===== src/rtl/processor_8085_pkg.sv =====
// Shared 8085 front-end types: default bus widths and the fetch-queue entry.
package processor_8085_pkg;

  localparam int unsigned ADDR_W_DEF = 8;
  localparam int unsigned DATA_W_DEF = 16;

  // One prefetched instruction word together with the address it came from.
  typedef struct packed {
    logic [ADDR_W_DEF-1:0] pc;
    logic [DATA_W_DEF-1:0] word;
  } fetch_entry_t;

endpackage


===== src/rtl/fetch_fifo.sv =====
// Prefetch queue: synchronous FIFO with flush and a head decoded from registered state.
module fetch_fifo #(
  parameter int unsigned WIDTH = 24,
  parameter int unsigned DEPTH = 4
) (
  input  logic                   clk,
  input  logic                   reset,
  input  logic                   push,
  input  logic                   pop,
  input  logic                   flush,
  input  logic [WIDTH-1:0]       din,
  output logic [WIDTH-1:0]       head,
  output logic                   full,
  output logic                   empty,
  output logic [$clog2(DEPTH):0] count
);

  localparam int unsigned PW = $clog2(DEPTH);
  localparam int unsigned CW = PW + 1;

  logic [WIDTH-1:0] r_mem [DEPTH];
  logic [PW-1:0]    r_wr_ptr;
  logic [PW-1:0]    r_rd_ptr;
  logic [CW-1:0]    r_count;

  // Storage, pointers and occupancy; flush empties without touching storage.
  always_ff @(posedge clk or negedge reset) begin
    if (!reset) begin
      r_wr_ptr <= '0;
      r_rd_ptr <= '0;
      r_count  <= '0;
      for (int i = 0; i < int'(DEPTH); i++) r_mem[i] <= '0;
    end else if (flush) begin
      r_wr_ptr <= '0;
      r_rd_ptr <= '0;
      r_count  <= '0;
    end else begin
      if (push) begin
        r_mem[r_wr_ptr] <= din;
        r_wr_ptr        <= r_wr_ptr + PW'(1);
      end
      if (pop) r_rd_ptr <= r_rd_ptr + PW'(1);
      if (push && !pop)      r_count <= r_count + CW'(1);
      else if (!push && pop) r_count <= r_count - CW'(1);
    end
  end

  assign head  = r_mem[r_rd_ptr];
  assign full  = (r_count == CW'(DEPTH));
  assign empty = (r_count == '0);
  assign count = r_count;

endmodule


===== src/rtl/fetch_unit_8085.sv =====
// Instruction prefetch: issues sequential reads, tracks the in-flight word, queues responses.
module fetch_unit_8085
  import processor_8085_pkg::*;
#(
  parameter int unsigned ADDR_W = ADDR_W_DEF,
  parameter int unsigned DATA_W = DATA_W_DEF,
  parameter int unsigned DEPTH  = 4
) (
  input  logic                   clk,
  input  logic                   reset,
  input  logic                   halt,
  input  logic                   redirect,
  input  logic [ADDR_W-1:0]      redirect_pc,
  output logic                   mem_rd,
  output logic [ADDR_W-1:0]      mem_addr,
  input  logic [DATA_W-1:0]      mem_rdata,
  output logic                   instr_valid,
  output logic [DATA_W-1:0]      instr,
  output logic [ADDR_W-1:0]      instr_pc,
  input  logic                   instr_ready,
  output logic [ADDR_W-1:0]      fetch_pc,
  output logic [$clog2(DEPTH):0] q_count
);

  localparam int unsigned CW = $clog2(DEPTH) + 1;
  localparam int unsigned OW = CW + 1;
  localparam int unsigned EW = ADDR_W + DATA_W;

  logic              r_inflight;
  logic [ADDR_W-1:0] r_inflight_pc;
  logic [ADDR_W-1:0] r_fetch_pc;

  logic              w_push;
  logic              w_pop;
  logic              w_full;
  logic              w_empty;
  logic [EW-1:0]     w_head;
  logic [CW-1:0]     w_count;
  logic [OW-1:0]     w_occ;

  // Credit check counts the in-flight word; a same-cycle pop earns no credit.
  assign w_occ  = {1'b0, w_count} + OW'(r_inflight);
  assign mem_rd = reset && !halt && !redirect && (w_occ < OW'(DEPTH));

  // Redirect drops the arriving response and suppresses any pop.
  assign w_push = r_inflight && !redirect && !w_full;
  assign w_pop  = !w_empty && instr_ready && !redirect;

  // Fetch address and in-flight tracking; redirect overrides issue.
  always_ff @(posedge clk or negedge reset) begin
    if (!reset) begin
      r_fetch_pc    <= '0;
      r_inflight    <= 1'b0;
      r_inflight_pc <= '0;
    end else if (redirect) begin
      r_fetch_pc <= redirect_pc;
      r_inflight <= 1'b0;
    end else begin
      r_inflight <= mem_rd;
      if (mem_rd) begin
        r_inflight_pc <= r_fetch_pc;
        r_fetch_pc    <= r_fetch_pc + ADDR_W'(1);
      end
    end
  end

  fetch_fifo #(
    .WIDTH (EW),
    .DEPTH (DEPTH)
  ) u_fifo (
    .clk   (clk),
    .reset (reset),
    .push  (w_push),
    .pop   (w_pop),
    .flush (redirect),
    .din   ({r_inflight_pc, mem_rdata}),
    .head  (w_head),
    .full  (w_full),
    .empty (w_empty),
    .count (w_count)
  );

  assign mem_addr    = r_fetch_pc;
  assign fetch_pc    = r_fetch_pc;
  assign instr_valid = !w_empty;
  assign instr       = w_head[DATA_W-1:0];
  assign instr_pc    = w_head[EW-1:DATA_W];
  assign q_count     = w_count;

endmodule


===== config.mk =====
export PLATFORM = sky130hd
export DESIGN_NAME = fetch_unit_8085
export DESIGN_NICKNAME = d
export VERILOG_FILES = /design/src/rtl/processor_8085_pkg.sv /design/src/rtl/fetch_fifo.sv /design/src/rtl/fetch_unit_8085.sv
export SDC_FILE = /design/constraint.sdc
export NUM_CORES = 1
export LEC_CHECK = 0
export CORE_MARGIN = 4
export CORE_UTILIZATION = 40
export CTS_BUF_LIST = sky130_fd_sc_hd__clkbuf_16
export DETAILED_ROUTE_END_ITERATION = 10
export HOLD_SLACK_MARGIN = 0.06
export PLACE_DENSITY = 0.58
export SYNTH_ARGS = -nofsm -noshare
export SYNTH_HDL_FRONTEND = slang
export SYNTH_SLANG_ARGS = --single-unit

===== constraint.sdc =====
create_clock -name clk -period 2.6 [get_ports clk]
set_clock_uncertainty 0.15 [all_clocks]
set_input_delay 0.39 -clock clk [delete_from_list [all_inputs] [get_ports clk]]
set_output_delay 0.39 -clock clk [all_outputs]
set_load 0.01 [all_outputs]

After elaboration in Yosys (flattened, before gate mapping)
Index checks and enable logic that the tools add are counted.
{ "word_totals": {"output_inout_bits": 45, "ff_bits": 120, "input_bits": 29, "wordCells": 63} }
{ "classes": {"magnitude_cmp": 4, "eq_ne": 1, "muxes": 16, "bitwise": 3, "n_reduce_logical": 23, "addsub": 6} }
{ "ops": {"columns": ["op", "count"], "rows": [
  ["96-bit bitwise mux", 1],
  ["24-bit two-way mux", 3],
  ["24-bit binary-select mux with 2-bit select", 1],
  ["24-bit demux with 2-bit select", 1],
  ["8-bit two-way mux", 2],
  ["1-bit logical AND", 10],
  ["3-bit two-way mux", 3],
  ["8-bit by 1-bit adder with 8-bit output, second input constant", 1],
  ["2-bit two-way mux", 4],
  ["3-bit greater-or-equal comparator, second input constant", 2],
  ["1-bit zero test", 6],
  ["2-bit NOT with 3-bit output", 2],
  ["2-bit nonzero test", 3],
  ["2-bit by 1-bit adder with 2-bit output, second input constant", 2],
  ["3-bit by 1-bit adder with 4-bit output", 1],
  ["4-bit by 3-bit less-than comparator with 1-bit output, second input constant", 1],
  ["2-bit AND reduction", 2],
  ["3-bit by 1-bit adder with 3-bit output, second input constant", 1],
  ["3-bit == test, second input constant", 1],
  ["3-bit zero test", 1],
  ["3-bit by 1-bit less-than comparator with 1-bit output, second input constant", 1],
  ["3-bit nonzero test", 1],
  ["3-bit by 1-bit subtractor with 3-bit output, second input constant", 1],
  ["1-bit two-way mux", 1],
  ["1-bit NOT", 1]
]} }

Logic depth before layout (Yosys ltp)
Gate-level depths: netlist (run 1).
{ "logic_depth": {"word_depth": 8, "mapped_depth": 8, "depth_no_buf": 7} }

By module
From an unflattened synthesis (run 1), not the netlist that was laid out.
{ "hier_totals": {"hier_cells": 369, "area_unflattened_um2": 5921.9} }
{ "modules_own_cells": {"columns": ["mod", "cells_per_inst", "seq_area_each_um2", "area_per_inst_um2", "n_inst"], "rows": [
  ["fetch_fifo", 276, 2577.5, 5004.8, 1],
  ["fetch_unit_8085", 93, 425.4, 917.1, 1]
]} }

Least setup slack after synthesis (run 1)
Ideal clock, no wire load.
{ "synth_path": {"path_type": "flip-flop to flip-flop", "from": "register u_fifo.r_count[1], in the netlist u_fifo.count[1]", "to": "register u_fifo.r_count[2], in the netlist u_fifo.count[2]", "period_less_slack_ns": 2.248, "stages_incl_launch_ff": 8, "arrival_time_ns": 1.978, "required_time_ns": 2.330, "n_path_buf": 0, "slack_ns": 0.352, "setup_time_ns": 0.120, "cell_sequence": "dfrtp_1 -> nor2_1 -> a211oi_2 -> and2_1 -> fa_1 -> and3_1 -> a311o_1 -> and3_1"} }
{ "synth_via": {"elab_chain_len": 8, "word_cells_on_any_way": 17, "classes_between": "add/sub: 2; eq/ne: 1; mux: 3; reduce/logical: 11"} }
{ "synth_rtl": {"columns": ["item", "line_no", "source"], "rows": [
  ["start, declared", "fetch_fifo.sv:24", "logic [CW-1:0] r_count;"],
  ["start signal, assigned", "fetch_fifo.sv:43", "if (push && !pop) r_count <= r_count + CW'(1);"],
  ["start signal, assigned", "fetch_fifo.sv:44", "else if (!push && pop) r_count <= r_count - CW'(1);"],
  ["branches (longest 8 deep; another with 3-bit by 1-bit subtractor with 3-bit output)", null, null]
]} }
Parallel ways; which one is timed is not known. The select of a mux whose other input is x is not followed.
A chain may end at the register's enable or synchronous reset.

Final worst setup path (run 1)
{ "layout_path": {"from": "register u_fifo.r_rd_ptr[0]", "to": "output port instr_pc[0]"} }
{ "layout_via": {"elab_chain_len": 4} }
{ "layout_rtl": {"columns": ["item", "line_no", "source"], "rows": [
  ["start, declared", "fetch_fifo.sv:23", "logic [PW-1:0] r_rd_ptr;"],
  ["start signal, assigned", "fetch_fifo.sv:42", "if (pop) r_rd_ptr <= r_rd_ptr + PW'(1);"],
  ["2-bit NOT with 3-bit output (implied by the code)", "fetch_fifo.sv:48", "assign head = r_mem[r_rd_ptr];"],
  ["24-bit binary-select mux with 2-bit select", "fetch_fifo.sv:48", null],
  ["24-bit two-way mux (implied by the code) (2 in a row)", "fetch_fifo.sv:48", null],
  ["end, declared", "fetch_unit_8085.sv:19", "output logic [ADDR_W-1:0] instr_pc,"]
]} }
Every way passes these cells. The select of a mux whose other input is x is not followed.

==> flow_summary.yaml, run 1 <==
placement:
  portBuffers: 73
  placedInstanceArea_mm2: 0.00646
  gpl_congestion: 0.762
  dpl.hpwl_mm: 6.90
global_route:
  globalRouteTotalUtil_pct: 15.4
  globalRouteOverflowTotal: 0
  antenna_found_initial: 0
  grt_first_pass_wirelength_mm: 18.9
  grt_pass1_vias: 3600
  grt_max_degree: 63
synth:
  syn-mean-instance-area_um2: 14.7
  synthesized_cell_area_mm2: 0.00548
  leading_register_cell_type_out_of_synthesis: "sky130_fd_sc_hd__dfrtp_1"
  number_of_enable_type_register_cells_in_the_synthesized_netlist: 0
  synth-seq-area-share_pct: 54.8
  synth_fp_nets: 408
  compound_cell_area_share_of_the_yosys_netlist_pct: 2.60
  synthAdderAreaFrac_pct: 1.51
  synth_xor_area_share_pct: 0.799
  synthDistinctLibCells: 35
  proportion_of_register_bits_with_asynchronous_set_or_reset_after_synthesis_pct: 100
  syn_inst_count: 373
  combinational_family_with_the_most_area_after_synthesis: "multiplexers"
  yosys.area_share.simple_pct: 4.87
  yosys-mux-area-fraction_pct: 31.3
  yosys_warnings: 0
  ys_ff_latch: 120
final_layout:
  fin_area_mm2: 0.00711
  fillerInstances: 1146
  area_growth_pct: 29.9
  layout-drive-gt1-share_pct: 38.4
  layout.nets: 499
  insertedDiodeCount: 0
floorplanning:
  dieHeight_um: 125
  floorplan.rows: 42
  initial_utilization_pct: 41.0
  ios: 74
  core_area_mm2: 0.0133
  floorplan.die_area_mm2: 0.0156
  fp.dieW_um: 125
route:
  drt-total-wl_mm: 11.2
  drt_first_iter_violations: 116
  vias: 3328
  vias_per_cell: 5.10
  drt_drc_violations_left: 0
  drtAntennaViolNets: 0
  first_pass_iters: 5
  wl_per_cell_um: 17.2
sta:
  final.hold.worst_slack_ps: 55.4
  clock.fmax_mhz: 395
  final.period_utilization_pct: 97.4
  setup_repair_after_global_routing_missed_its_margin: "false"
  tightest_slew_ps: 802
  timing.final.crit_period_ps: 2530
  slew_violations: 0
  max_slew_margin_pct: 46.5
  finalSetupViolations: 0
  hold_violations: 0
clock_network:
  clk_transition_reported_paths_ps: 50
  cts.path.max_buffers: 2
  clock_tree.root_cell: "sky130_fd_sc_hd__clkbuf_16"
  number_of_cts_inserted_buffers: 17
  cts_max_level: 4
  cts_sinks: 120
  cts_tree: "built"
  hold_buffers: 0
  worstSkewPairLatency_ps: 410
outcome:
  status: "completed"
pwr:
  ir_drop_v: 0.000463
  power.static_leakage_nw: 3.39
  power.density_cell_area_mw_per_mm2: 961
setup_path:
  worstSetupStartpointType: "flip-flop"
  setup.worst_path.end_class: "output port"
  critical_path.max_fanout: 13
  worstPathArrival_ps: 1990
  critical_path_required_ps: 2060
  critPathKind: "flip-flop to output port"
min_path:
  hold_path.class: "input port to async pin"
run:
  drv_cap: 0
-- per-stage QoR --
stage	utilization [%]	total power [mW]	TNS, ps	setup slack (ps)	cells
after floorplan	-	3.62	0	352	373
final	53.3	6.84	0	68.4	652
after detailed placement	48.4	4.62	-486	-127	612
after CTS	52.7	6.88	0	2.25	643
after global routing	53.3	7.22	0	0.829	652
after global placement	48.4	4.58	-274	-116	612
-- cell usage after synthesis (2+ instances only) --
library cell | instances | area (um2)
sky130_fd_sc_hd__nand3_1 | 3 | 15.0
sky130_fd_sc_hd__and3_1 | 5 | 31.3
sky130_fd_sc_hd__buf_2 | 12 | 60.1
sky130_fd_sc_hd__ha_1 | 5 | 62.6
sky130_fd_sc_hd__a221o_1 | 5 | 50.1
sky130_fd_sc_hd__dfrtp_1 | 120 | 3000
sky130_fd_sc_hd__mux2i_1 | 5 | 50.1
sky130_fd_sc_hd__inv_1 | 8 | 30.0
sky130_fd_sc_hd__nand2_1 | 32 | 120
sky130_fd_sc_hd__nor3b_1 | 3 | 22.5
sky130_fd_sc_hd__nor2_1 | 10 | 37.5
sky130_fd_sc_hd__xor2_1 | 2 | 17.5
sky130_fd_sc_hd__buf_6 | 2 | 22.5
sky130_fd_sc_hd__clkbuf_1 | 5 | 18.8
sky130_fd_sc_hd__xnor2_1 | 3 | 26.3
sky130_fd_sc_hd__mux4_2 | 24 | 541
sky130_fd_sc_hd__nor4_1 | 2 | 12.5
sky130_fd_sc_hd__a21o_1 | 2 | 15.0
sky130_fd_sc_hd__mux2_2 | 100 | 1130
sky130_fd_sc_hd__o21ai_0 | 3 | 15.0
sky130_fd_sc_hd__buf_4 | 8 | 60.1
-- critical path, cell delays in order (launching register included) --
cell                              delay, ps
sky130_fd_sc_hd__dfrtp_2                400
sky130_fd_sc_hd__buf_12                 160
sky130_fd_sc_hd__mux4_2                 510
sky130_fd_sc_hd__clkdlybuf4s50_1        500
-- flip-flops by register name, summed over array words and instances, names as in the netlist --
register / flops
u_fifo.r_mem: 96
fetch_pc: 8
r_inflight_pc: 8
u_fifo.count: 3
u_fifo.r_rd_ptr: 2
u_fifo.r_wr_ptr: 2
r_inflight: 1
-- path summary, 6_finish.rpt --
path | startpoint | endpoint | slack [ps] | cells past startpoint
worst min-delay path | reset | u_fifo.r_mem[77] | 60 | 2
worst max-delay path | u_fifo.r_rd_ptr[0] | instr_pc[0] | 70 | 3
max in group asynchronous | reset | u_fifo.r_mem[40] | 1010 | 3
worst min register to register | u_fifo.r_mem[45] | u_fifo.r_mem[45] | 350 | 1
min in group clk | u_fifo.r_mem[45] | u_fifo.r_mem[45] | 350 | 1
worst max register to register | u_fifo.count[0] | u_fifo.count[2] | 280 | 7
-- per-layer routing --
| metal | up-vias | global-route usage (%) | share of wire, % |
|---|---|---|---|
| li1 | 1530 | - | - |
| met1 | 1704 | 20.8 | 47 |
| met2 | 79 | 23.7 | 48 |
| met3 | 15 | 4.48 | 3.6 |
| met4 | 0 | 5.74 | 1.5 |
| met5 | - | 0 | 0 |
-- kinds of logic after synthesis --
group | after synthesis
buffers and inverters | 37
xor gates and xnor gates | 5
and+or+nand+nor | 59
AOI/OAI and AO/OA | 17
muxes | 129
DFF | 120
adders and majority gates | 6
-- power by group --
part / switching (mW) / internal [mW]
clock: 0.770 / 1.47
combinational: 0.797 / 1.32
sequential: 0.249 / 2.23
-- repair_timing --
| item | in CTS | in global routing |
|---|---|---|
| resized for setup | 15 | 4 |
| gates cloned | 0 | 0 |
| endpoints found under the setup margin | 12 | 13 |
| setup buffers | 0 | 9 |
-- layout by cell type, fill, tap and decap left out, drive strengths merged, types with 3 or more instances in the layout --
| master | count |
|---|---|
| mux2i | 5 |
| dlymetal6s2s | 4 |
| bufinv | 3 |
| clkinv | 9 |
| clkbuf | 17 |
| dlygate4sd2 | 10 |
| mux4 | 24 |
| nor2 | 10 |
| and3 | 5 |
| nand2 | 32 |
| nor3b | 3 |
| a221o | 5 |
| inv | 10 |
| o21ai | 3 |
| dfrtp | 120 |
| clkdlybuf4s50 | 58 |
| ha | 5 |
| mux2 | 100 |
| xnor2 | 3 |
| buf | 28 |
| nand3 | 3 |
-- final cells by class --
cell class	instances	area, um2	share of cell area [%]
Sequential cell	120	3000	42.2
Multi-Input combinational cell	216	2260	31.8
Timing Repair Buffer	100	1020	14.3
Clock buffer	17	425	5.98
Tap cell	176	220	3.10
Clock inverter	14	141	1.99
Inverter	9	46.3	0.651
Power figures use the tool's default switching activity.
==> inputs of run 2 (changes only) <==
Settings changed: ABC_CLOCK_PERIOD_IN_PS set to 2600, CORE_ASPECT_RATIO set to 1.2, CORE_UTILIZATION 40 to 41, PLACE_DENSITY 0.58 to 0.59.
==> run 2 against run 1 <==
Net effect:
- via count grew 0.24%
- wire length grew 0.36%
- critical path depth is the same
- clock power shrank 4%
- setup slack gained 7.8 ps
- maximum frequency grew 0.31%
- sequential share of layout area is essentially flat
- largest cell class unchanged
==> flow_summary.yaml, run 2 (synthesized netlist as in run 1, its figures left out) <==
outcome:
  status: "completed"
floorplanning:
  ios: 74
  core_area_mm2: 0.0132
  fp.dieW_um: 114
  initial_utilization_pct: 41.6
  dieHeight_um: 135
  floorplan.die_area_mm2: 0.0153
  floorplan.rows: 46
final_layout:
  mostFrequentLayoutCell: "sky130_fd_sc_hd__dfrtp_1"
  most_flop_heavy_register: "u_fifo.r_mem"
  layout.nets: 504
  largest_register_ffs: 96
  layout-drive-gt1-share_pct: 39.4
  area_growth_pct: 29.8
  finish.utilization_pct: 53.9
  fin_area_mm2: 0.00711
  insertedDiodeCount: 0
  ff_latch_area_mm2: 0.00300
  fillerInstances: 1104
  multiInputGateArea_mm2: 0.00225
  final_cell_mix: "sky130_fd_sc_hd__dfrtp_1 (119), sky130_fd_sc_hd__mux2_2 (100), sky130_fd_sc_hd__clkdlybuf4s50_1 (50), sky130_fd_sc_hd__nand2_1 (32), sky130_fd_sc_hd__buf_4 (27)"
placement:
  portBuffers: 73
  gpl_congestion: 0.734
  place_worst_setup_slack_ps: -148
  placedInstanceArea_mm2: 0.00647
  dpl.hpwl_mm: 7.17
clock_network:
  clock_tree.root_cell: "sky130_fd_sc_hd__clkbuf_16"
  cts_max_level: 4
  hold_buffers: 0
  clk_transition_reported_paths_ps: 50
  cts_sinks: 120
  number_of_cts_inserted_buffers: 17
  cts_tree: "built"
  worstSkewPairLatency_ps: 410
  cts.path.max_buffers: 2
setup_path:
  cell_by_cell_trace_of_the_critical_path: "buf_12, mux4_2, clkdlybuf4s50_1"
  slowest_stage_delay_cp_ps: 490
  cp_num_buf_inv: 2
  worstPathArrival_ps: 1980
  worstSetupStartpointType: "flip-flop"
  slowest_stage: "sky130_fd_sc_hd__mux4_2"
  setup.worst_path.end_class: "output port"
  critPathKind: "flip-flop to output port"
  critical_path_required_ps: 2060
  critPathTopFamily: "buffers and inverters"
  critical_path.max_fanout: 15
route:
  first_pass_iters: 5
  drt-total-wl_mm: 11.2
  drtAntennaViolNets: 0
  vias: 3336
  wl_per_cell_um: 17.3
  drt_first_iter_violations: 152
  vias_per_cell: 5.15
  drt_drc_violations_left: 0
min_path:
  hold_path.class: "input port to async pin"
pwr:
  power.density_cell_area_mw_per_mm2: 948
  ir_drop_v: 0.000419
  total_power_mw: 6.74
  power.static_leakage_nw: 3.49
sta:
  finalSetupViolations: 0
  clock.fmax_mhz: 396
  timing.final.crit_period_ps: 2520
  hold_violations: 0
  tightest_slew_ps: 876
  final_critical_path_setup_slack_ps: 76.1
  slew_violations: 0
  final.period_utilization_pct: 97.1
  setup_repair_after_global_routing_missed_its_margin: "false"
  max_slew_margin_pct: 41.6
global_route:
  grt_max_degree: 68
  grt_pass1_vias: 3661
  grt_first_pass_wirelength_mm: 18.6
  antenna_found_initial: 0
  globalRouteTotalUtil_pct: 15.7
  grtUsageMet2_pct: 24.1
  gr_met1_demand_resource_pct: 20.9
  globalRouteMet3Util_pct: 5.15
  globalRoute.busiestLayer: "met2"
  globalRouteOverflowTotal: 0
run:
  drv_cap: 0
==> run 2: changes by cell type in the layout (fill, tap and decap cells not counted), sizes merged <==
cell	change
buf	+5
bufinv	-1
clkdlybuf4s50	-8
clkinv	+2
dlygate4sd2	+1
dlymetal6s2s	+7
inv	-2
==> run 2: path summary, 6_finish.rpt <==
kind | cells past startpoint | startpoint | end | slack [ps]
max reg2reg | 7 | u_fifo.count[0] | u_fifo.count[2] | 290
min in group clk | 1 | u_fifo.r_mem[3] | u_fifo.r_mem[3] | 350
max in group asynchronous | 3 | reset | u_fifo.r_mem[81] | 970
min | 2 | reset | u_fifo.r_mem[78] | 100
max | 3 | u_fifo.r_rd_ptr[0] | instr[5] | 80
min reg2reg | 1 | u_fifo.r_mem[3] | u_fifo.r_mem[3] | 350
==> run 2: timing repair <==
action | 4_1_cts | 5_1_grt
setup buffers | 1 | 11
resized for setup | 12 | 11
cloned | 0 | 0
setup endpoints to repair | 24 | 12
==> run 2: area by class of cell <==
cell class	instances	share of cell area, %
clock buffers	17	5.98
clock inverters	13	1.60
inverters	9	0.651
multi-input cells	216	31.7
well taps	168	2.96
repair buffers	105	14.9
flip-flops and latches	120	42.3
==> run 2: routing by layer <==
layer	wire length, um	share of wire [%]
met5	0	0
met4	176	1.6
met3	574	5.1
met2	5440	48
met1	5050	45
==> run 2: stage by stage <==
step	TNS (ps)	hold slack [ps]	std cells
after floorplan	0	-55.6	373
after global placement	-180	332	606
after detailed placement	-347	338	606
after CTS	0	132	637
after global routing	0	173	648
final	0	97.6	648
==> run 2: power by group <==
group	switching (mW)	internal (mW)	leakage, nW
registers	0.255	2.23	1.60
clock network	0.772	1.37	0.270
logic	0.803	1.31	1.63
total	1.83	4.91	3.49
